--- src/rtl/triangle_setup.sv ---
// Per-triangle setup: doubled signed area, CCW winding fix, clipped bounding box
// and a Q2.30 inverse area from a 31-step restoring divider. One triangle in flight.
module triangle_setup #(
  parameter int unsigned COORD_W  = 12,
  parameter int unsigned SCREEN_W = 320,
  parameter int unsigned SCREEN_H = 240
) (
  input  logic               i_clk,
  input  logic               i_rst_n,
  input  logic               i_valid,
  output logic               o_ready,
  input  logic [COORD_W-1:0] i_x0, i_x1, i_x2,
  input  logic [COORD_W-1:0] i_y0, i_y1, i_y2,
  input  logic [7:0]         i_z0, i_z1, i_z2,
  input  logic [31:0]        i_u0, i_u1, i_u2,
  input  logic [31:0]        i_v0, i_v1, i_v2,
  output logic               o_valid,
  input  logic               i_ready,
  output logic [COORD_W-1:0] o_x0, o_x1, o_x2,
  output logic [COORD_W-1:0] o_y0, o_y1, o_y2,
  output logic [7:0]         o_z0, o_z1, o_z2,
  output logic [31:0]        o_u0, o_u1, o_u2,
  output logic [31:0]        o_v0, o_v1, o_v2,
  output logic [31:0]        o_inv_area,
  output logic [15:0]        o_bb_xmin, o_bb_xmax,
  output logic [15:0]        o_bb_ymin, o_bb_ymax,
  output logic               o_culled
);

  localparam int unsigned AW = 2 * COORD_W + 2;
  localparam logic signed [COORD_W-1:0] XLim = COORD_W'(SCREEN_W);
  localparam logic signed [COORD_W-1:0] YLim = COORD_W'(SCREEN_H);
  localparam logic signed [COORD_W-1:0] XHi  = COORD_W'(SCREEN_W - 1);
  localparam logic signed [COORD_W-1:0] YHi  = COORD_W'(SCREEN_H - 1);

  typedef enum logic [2:0] {StIdle, StArea, StCheck, StDiv, StOut} state_e;
  state_e state_q, state_d;

  logic signed [COORD_W-1:0] x_q [3];
  logic signed [COORD_W-1:0] y_q [3];
  logic [7:0]                z_q [3];
  logic [31:0]               u_q [3];
  logic [31:0]               v_q [3];
  logic signed [COORD_W-1:0] xmin_q, xmax_q, ymin_q, ymax_q;
  logic signed [AW-1:0]      prod_a_q, prod_b_q, area2_q;
  logic                      area_phase_q;
  logic [31:0]               divisor_q, quot_q;
  logic [30:0]               rem_q;
  logic [4:0]                cnt_q;
  logic [15:0]               bb_xmin_q, bb_xmax_q, bb_ymin_q, bb_ymax_q;
  logic                      culled_q;

  logic signed [COORD_W:0] dx1, dy1, dx2, dy2;
  logic signed [AW-1:0]    prod_a, prod_b, area_abs;
  logic                    degenerate, offscreen;
  logic [31:0]             rem_shift;
  logic                    rem_ge;

  function automatic logic signed [COORD_W-1:0] min3(input logic signed [COORD_W-1:0] a, b, c);
    logic signed [COORD_W-1:0] m;
    m = (a < b) ? a : b;
    return (c < m) ? c : m;
  endfunction

  function automatic logic signed [COORD_W-1:0] max3(input logic signed [COORD_W-1:0] a, b, c);
    logic signed [COORD_W-1:0] m;
    m = (a > b) ? a : b;
    return (c > m) ? c : m;
  endfunction

  function automatic logic [15:0] clamp(input logic signed [COORD_W-1:0] val,
                                        input logic signed [COORD_W-1:0] hi);
    if (val < 0) return 16'd0;
    if (val > hi) return 16'($unsigned(hi));
    return 16'($unsigned(val));
  endfunction

  always_comb begin
    dx1        = x_q[1] - x_q[0];
    dy1        = y_q[1] - y_q[0];
    dx2        = x_q[2] - x_q[0];
    dy2        = y_q[2] - y_q[0];
    prod_a     = dx1 * dy2;
    prod_b     = dx2 * dy1;
    area_abs   = area2_q[AW-1] ? -area2_q : area2_q;
    degenerate = (area2_q == '0);
    offscreen  = (xmax_q < 0) || (ymax_q < 0) || (xmin_q >= XLim) || (ymin_q >= YLim);
    // Dividend is 2^30: its only set bit enters on the first step.
    rem_shift  = {rem_q, (cnt_q == 5'd30)};
    rem_ge     = (rem_shift >= divisor_q);
  end

  always_comb begin
    state_d = state_q;
    case (state_q)
      StIdle:  if (i_valid) state_d = StArea;
      StArea:  if (area_phase_q) state_d = StCheck;
      StCheck: state_d = (degenerate || offscreen) ? StIdle : StDiv;
      StDiv:   if (cnt_q == 5'd0) state_d = StOut;
      StOut:   if (i_ready) state_d = StIdle;
      default: state_d = StIdle;
    endcase
  end

  always_ff @(posedge i_clk) begin
    if (!i_rst_n) state_q <= StIdle;
    else          state_q <= state_d;
  end

  always_ff @(posedge i_clk) begin
    if (!i_rst_n) begin
      for (int i = 0; i < 3; i++) begin
        x_q[i] <= '0;
        y_q[i] <= '0;
        z_q[i] <= '0;
        u_q[i] <= '0;
        v_q[i] <= '0;
      end
      {xmin_q, xmax_q, ymin_q, ymax_q}   <= '0;
      {prod_a_q, prod_b_q, area2_q}      <= '0;
      area_phase_q                       <= 1'b0;
      {divisor_q, quot_q, rem_q, cnt_q}  <= '0;
      {bb_xmin_q, bb_xmax_q}             <= '0;
      {bb_ymin_q, bb_ymax_q}             <= '0;
      culled_q                           <= 1'b0;
    end else begin
      culled_q <= 1'b0;
      case (state_q)
        StIdle: if (i_valid) begin
          x_q[0] <= $signed(i_x0); x_q[1] <= $signed(i_x1); x_q[2] <= $signed(i_x2);
          y_q[0] <= $signed(i_y0); y_q[1] <= $signed(i_y1); y_q[2] <= $signed(i_y2);
          z_q[0] <= i_z0; z_q[1] <= i_z1; z_q[2] <= i_z2;
          u_q[0] <= i_u0; u_q[1] <= i_u1; u_q[2] <= i_u2;
          v_q[0] <= i_v0; v_q[1] <= i_v1; v_q[2] <= i_v2;
          area_phase_q <= 1'b0;
        end
        // Two-stage area: products first, subtraction next cycle.
        StArea: begin
          if (!area_phase_q) begin
            prod_a_q     <= prod_a;
            prod_b_q     <= prod_b;
            xmin_q       <= min3(x_q[0], x_q[1], x_q[2]);
            xmax_q       <= max3(x_q[0], x_q[1], x_q[2]);
            ymin_q       <= min3(y_q[0], y_q[1], y_q[2]);
            ymax_q       <= max3(y_q[0], y_q[1], y_q[2]);
            area_phase_q <= 1'b1;
          end else begin
            area2_q <= prod_a_q - prod_b_q;
          end
        end
        StCheck: begin
          if (degenerate || offscreen) begin
            culled_q <= 1'b1;
          end else begin
            if (area2_q[AW-1]) begin
              x_q[1] <= x_q[2]; x_q[2] <= x_q[1];
              y_q[1] <= y_q[2]; y_q[2] <= y_q[1];
              z_q[1] <= z_q[2]; z_q[2] <= z_q[1];
              u_q[1] <= u_q[2]; u_q[2] <= u_q[1];
              v_q[1] <= v_q[2]; v_q[2] <= v_q[1];
            end
            divisor_q <= 32'($unsigned(area_abs));
            bb_xmin_q <= clamp(xmin_q, XHi);
            bb_xmax_q <= clamp(xmax_q, XHi);
            bb_ymin_q <= clamp(ymin_q, YHi);
            bb_ymax_q <= clamp(ymax_q, YHi);
            rem_q     <= '0;
            quot_q    <= '0;
            cnt_q     <= 5'd30;
          end
        end
        StDiv: begin
          rem_q  <= rem_ge ? 31'(rem_shift - divisor_q) : rem_shift[30:0];
          quot_q <= {quot_q[30:0], rem_ge};
          cnt_q  <= cnt_q - 5'd1;
        end
        default: ;
      endcase
    end
  end

  assign o_ready    = i_rst_n && (state_q == StIdle);
  assign o_valid    = (state_q == StOut);
  assign o_culled   = culled_q;
  assign o_inv_area = quot_q;
  assign o_bb_xmin  = bb_xmin_q;
  assign o_bb_xmax  = bb_xmax_q;
  assign o_bb_ymin  = bb_ymin_q;
  assign o_bb_ymax  = bb_ymax_q;
  assign o_x0 = x_q[0]; assign o_x1 = x_q[1]; assign o_x2 = x_q[2];
  assign o_y0 = y_q[0]; assign o_y1 = y_q[1]; assign o_y2 = y_q[2];
  assign o_z0 = z_q[0]; assign o_z1 = z_q[1]; assign o_z2 = z_q[2];
  assign o_u0 = u_q[0]; assign o_u1 = u_q[1]; assign o_u2 = u_q[2];
  assign o_v0 = v_q[0]; assign o_v1 = v_q[1]; assign o_v2 = v_q[2];

endmodule

--- config.mk ---
export PLATFORM = sky130hd
export DESIGN_NAME = triangle_setup
export DESIGN_NICKNAME = d
export VERILOG_FILES = /design/src/rtl/triangle_setup.sv
export SDC_FILE = /design/constraint.sdc
export NUM_CORES = 2
export LEC_CHECK = 0
export ABC_AREA = 1
export CAP_MARGIN = 20
export CORE_MARGIN = 2
export CORE_UTILIZATION = 50
export CTS_CLUSTER_SIZE = 25
export DETAILED_ROUTE_END_ITERATION = 12
export PLACE_DENSITY = 0.88
export SETUP_SLACK_MARGIN = 0.2
export SYNTH_ARGS = -nofsm -noshare
export SYNTH_HDL_FRONTEND = slang
export SYNTH_SLANG_ARGS = --single-unit
--- constraint.sdc ---
create_clock -name i_clk -period 8.9 [get_ports i_clk]
set_input_delay 1.78 -clock i_clk [delete_from_list [all_inputs] [get_ports i_clk]]
set_output_delay 1.78 -clock i_clk [all_outputs]
set_load 0.01 [all_outputs]
==> impl_metrics.toml <==
[synthesis]
syn_inst = 5142
syn-cell-area_um2 = 42370
ys_seq_area_share_pct = 33.12
synth-seq-cells = 557
synth-main-ff-cell = "edfxtp_1"
synth_area_per_cell_um2 = 8.240
synthArstFlopShare_pct = 0
synth_edf_count = 288
synth_warnings = 0
ys_types = 63

[timing]
rsz0062_at_grt = "no"
max_slew_margin_pct = 24.15
finalHoldViolCount = 0
fin_crit_sh_pct = 92.31
setup_viol = 0
min_period_ps = 8216
fin_skew_ps = 25.45
tightest_slew_ps = 1109
fin_setup_tns_ps = 0
drv_slew = 0
fmax_mhz = 121.7

[worst_setup_path]
cp.buffers_inverters = 7
cp_top_family = "adder cells"
cp_num_cells = 35
startpoint_type = "flip-flop"
ff2ff_path_depth = 35
crit_path_frequent_cell = "inv_1"
slowest_stage = "fa_1"
rr_startpoint = "y_q[2][2]"
cp_max_fo = 7
required_ps = 9480
worstSetupEndpointType = "flip-flop"
crit_type = "reg -> reg"
slowest_delay_ps = 680
arrival_ps = 8800
reg2reg_slack_ps = 680
startpoint = "y_q[2][2]"

[global_route]
grt_use_total_pct = 37.54
met1_usage_pct = 44.85
grt.busiest_layer = "met2"
gr-usage-met3_pct = 13.22
grt_max_degree = 190
met2_usage_pct = 56.55
grt_pass1_wl_um = 239200
grt_remaining_overflow = 0
antenna_found_initial = 24
grt_pass1_vias = 37630

[final_layout]
area_delta_synth_final_pct = 23.38
multi_input_area_um2 = 23640
fin_nets = 6635
nFillCells = 7146
final-seq-area_um2 = 14030
layout-drive-gt1-share_pct = 4.461

[floorplan]
core_area_um2 = 83820
pin_count = 679
rows = 106
dieArea_um2 = 87080
die_x_um = 295.1
die_y_um = 295.1
start_util_pct = 50.55

[clock_tree]
ctsHtreeMaxLevel = 3
tritoncts = "yes"
clkTransAtPathRegs_ps = 60
cts_sinks = 557
postCtsHoldBufs = 0
cts_made_buffers = 66
insertion_delay_ps = 640
clk_path_buf_depth = 3
root_buffer = "clkbuf_16"

[place]
portBuffers = 658
dp_hpwl_um = 133700
place.gp.congestion = 1.041

[routing]
dr.pass1.iters = 6
drc = 0
vias = 39040
wl_per_cell_um = 23.96
postRouteAntennaNets = 0
avgViaCountPerCell = 5.638
drt_iter0_drc = 4347
routed_wl_um = 165900

[worst_hold_path]
min_path_cells = 2
hp-start = "o_bb_xmin[10]"
hp-class = "reg -> reg"

[job]
cap_viol_max_count = 0

[outcome]
status = "completed"
==> cell families after synthesis <==
family                     after synthesis  synth area share, %
muxes                                    1              0.05315
AOI/OAI and AO/OA                      970                12.29
and+or+nand+nor                       1614                16.06
adders and majority gates              614                24.02
xor gates and xnor gates               146                3.018
buffers and inverters                 1239                11.43
DFF                                    557                33.12
other                                    1             0.008851
==> worst reg2reg max path, delay by kind of cell, from the launching register on <==
family                     cells  cell delay [ps]
AOI/OAI and AO/OA              7              870
buffers and inverters          7              680
and+or+nand+nor               13             2240
adders and majority gates      8             3880
DFF                            1              490
==> cell type report <==
| cell class | count | share of cell area [%] |
|---|---|---|
| multi-input combinational | 3365 | 45.23 |
| sequential | 557 | 26.85 |
| timing repair buffer | 721 | 13.58 |
| inverter | 1018 | 7.331 |
| clock buffer | 93 | 3.710 |
| tap | 1134 | 2.714 |
| clock inverter | 29 | 0.5529 |
| antenna | 7 | 0.03351 |
==> final timing paths <==
kind	end
setup / recovery	prod_a_q[24]
hold / removal	o_bb_xmin[10]
setup reg to reg	prod_a_q[24]
hold reg to reg	o_bb_xmin[10]
==> sequential cells by signal, summed over array words and instances (netlist names), 3 cells and up <==
| register | flops |
|---|---|
| state_q | 3 |
| o_bb_xmax | 11 |
| x_q | 36 |
| y_q | 36 |
| z_q | 24 |
| prod_b_q | 26 |
| area2_q | 26 |
| v_q | 96 |
| o_bb_xmin | 11 |
| o_inv_area | 32 |
| cnt_q | 5 |
| ymin_q | 12 |
| ymax_q | 12 |
| o_bb_ymin | 11 |
| o_bb_ymax | 11 |
| divisor_q | 26 |
| prod_a_q | 26 |
| xmax_q | 12 |
| u_q | 96 |
| xmin_q | 12 |
| rem_q | 31 |
==> routing by layer <==
metal  up-vias  wire (µm)
met1     18660      59260
met4        24      13720
met2      2233      72310
li1      17620          -
met3       502      20430
met5         -        203
==> metrics by stage <==
stage | utilization [%] | cells | hold slack [ps] | setup WS [ps] | area, µm²
2_1_floorplan | - | 5161 | 426.2 | 1233 | 42440
3_3_place_gp | 59.64 | 6793 | 427.9 | 539.5 | 49990
3_5_place_dp | 59.64 | 6793 | 429.5 | 532.1 | 49990
4_1_cts | 62.30 | 6915 | 439.9 | 532.0 | 52220
5_1_grt | 62.36 | 6921 | 461.3 | 220.2 | 52270
6_report | 62.36 | 6924 | 441.0 | 684.1 | 52270
==> Yosys cell counts (10+ instances only) <==
cell | instances | area (µm²)
a21oi_1 | 391 | 1957
buf_2 | 37 | 185.2
buf_4 | 24 | 180.2
clkbuf_1 | 147 | 551.8
dfxtp_1 | 269 | 5385
edfxtp_1 | 288 | 8648
fa_1 | 332 | 6646
ha_1 | 282 | 3528
inv_1 | 999 | 3750
nand2_1 | 723 | 2714
nand2_2 | 10 | 62.56
nand3_1 | 334 | 1672
nand4_1 | 26 | 162.7
nor2_1 | 443 | 1663
nor3_1 | 20 | 100.1
o211ai_1 | 60 | 450.4
o21ai_0 | 423 | 2117
o21ai_1 | 30 | 150.1
or2_2 | 23 | 143.9
xnor2_1 | 58 | 508.0
xor2_1 | 88 | 770.7
==> layout by cell type (no fill, tap or decap), types with 5 or more instances in the layout <==
| cell type | netlist | layout |
|---|---|---|
| nor4_1 | 9 | 9 |
| xor2_1 | 88 | 87 |
| clkbuf_16 | 0 | 68 |
| nand4_1 | 26 | 26 |
| a31oi_1 | 8 | 8 |
| inv_1 | 999 | 997 |
| nand3_1 | 334 | 332 |
| clkinv_1 | 9 | 15 |
| o21ai_1 | 30 | 34 |
| clkbuf_8 | 0 | 15 |
| clkdlybuf4s50_1 | 0 | 657 |
| a21oi_1 | 391 | 390 |
| clkbuf_1 | 147 | 10 |
| xnor2_1 | 58 | 58 |
| diode_2 | 0 | 7 |
| ha_1 | 282 | 282 |
| nand2_1 | 723 | 720 |
| fa_1 | 332 | 332 |
| clkinv_2 | 0 | 11 |
| o21ai_0 | 423 | 419 |
| nand2_4 | 3 | 5 |
| nor3_1 | 20 | 20 |
| buf_4 | 24 | 60 |
| edfxtp_1 | 288 | 288 |
| nor2_2 | 5 | 5 |
| conb_1 | 1 | 20 |
| nand2_2 | 10 | 11 |
| dfxtp_1 | 269 | 269 |
| nor2_1 | 443 | 440 |
| o21bai_1 | 9 | 9 |
| nand3_2 | 8 | 8 |
| or2_2 | 23 | 23 |
| o31ai_1 | 5 | 5 |
| inv_2 | 9 | 9 |
| o211ai_1 | 60 | 60 |
==> what timing repair did <==
action | in CTS | in global routing
endpoints found under the setup margin | 0 | 8
buffers inserted | 0 | 2
resized for setup | 0 | 8
Power is left out: the tool's default activity adds up to more than one toggle a clock period on the data nets, which glitch-free logic cannot reach.
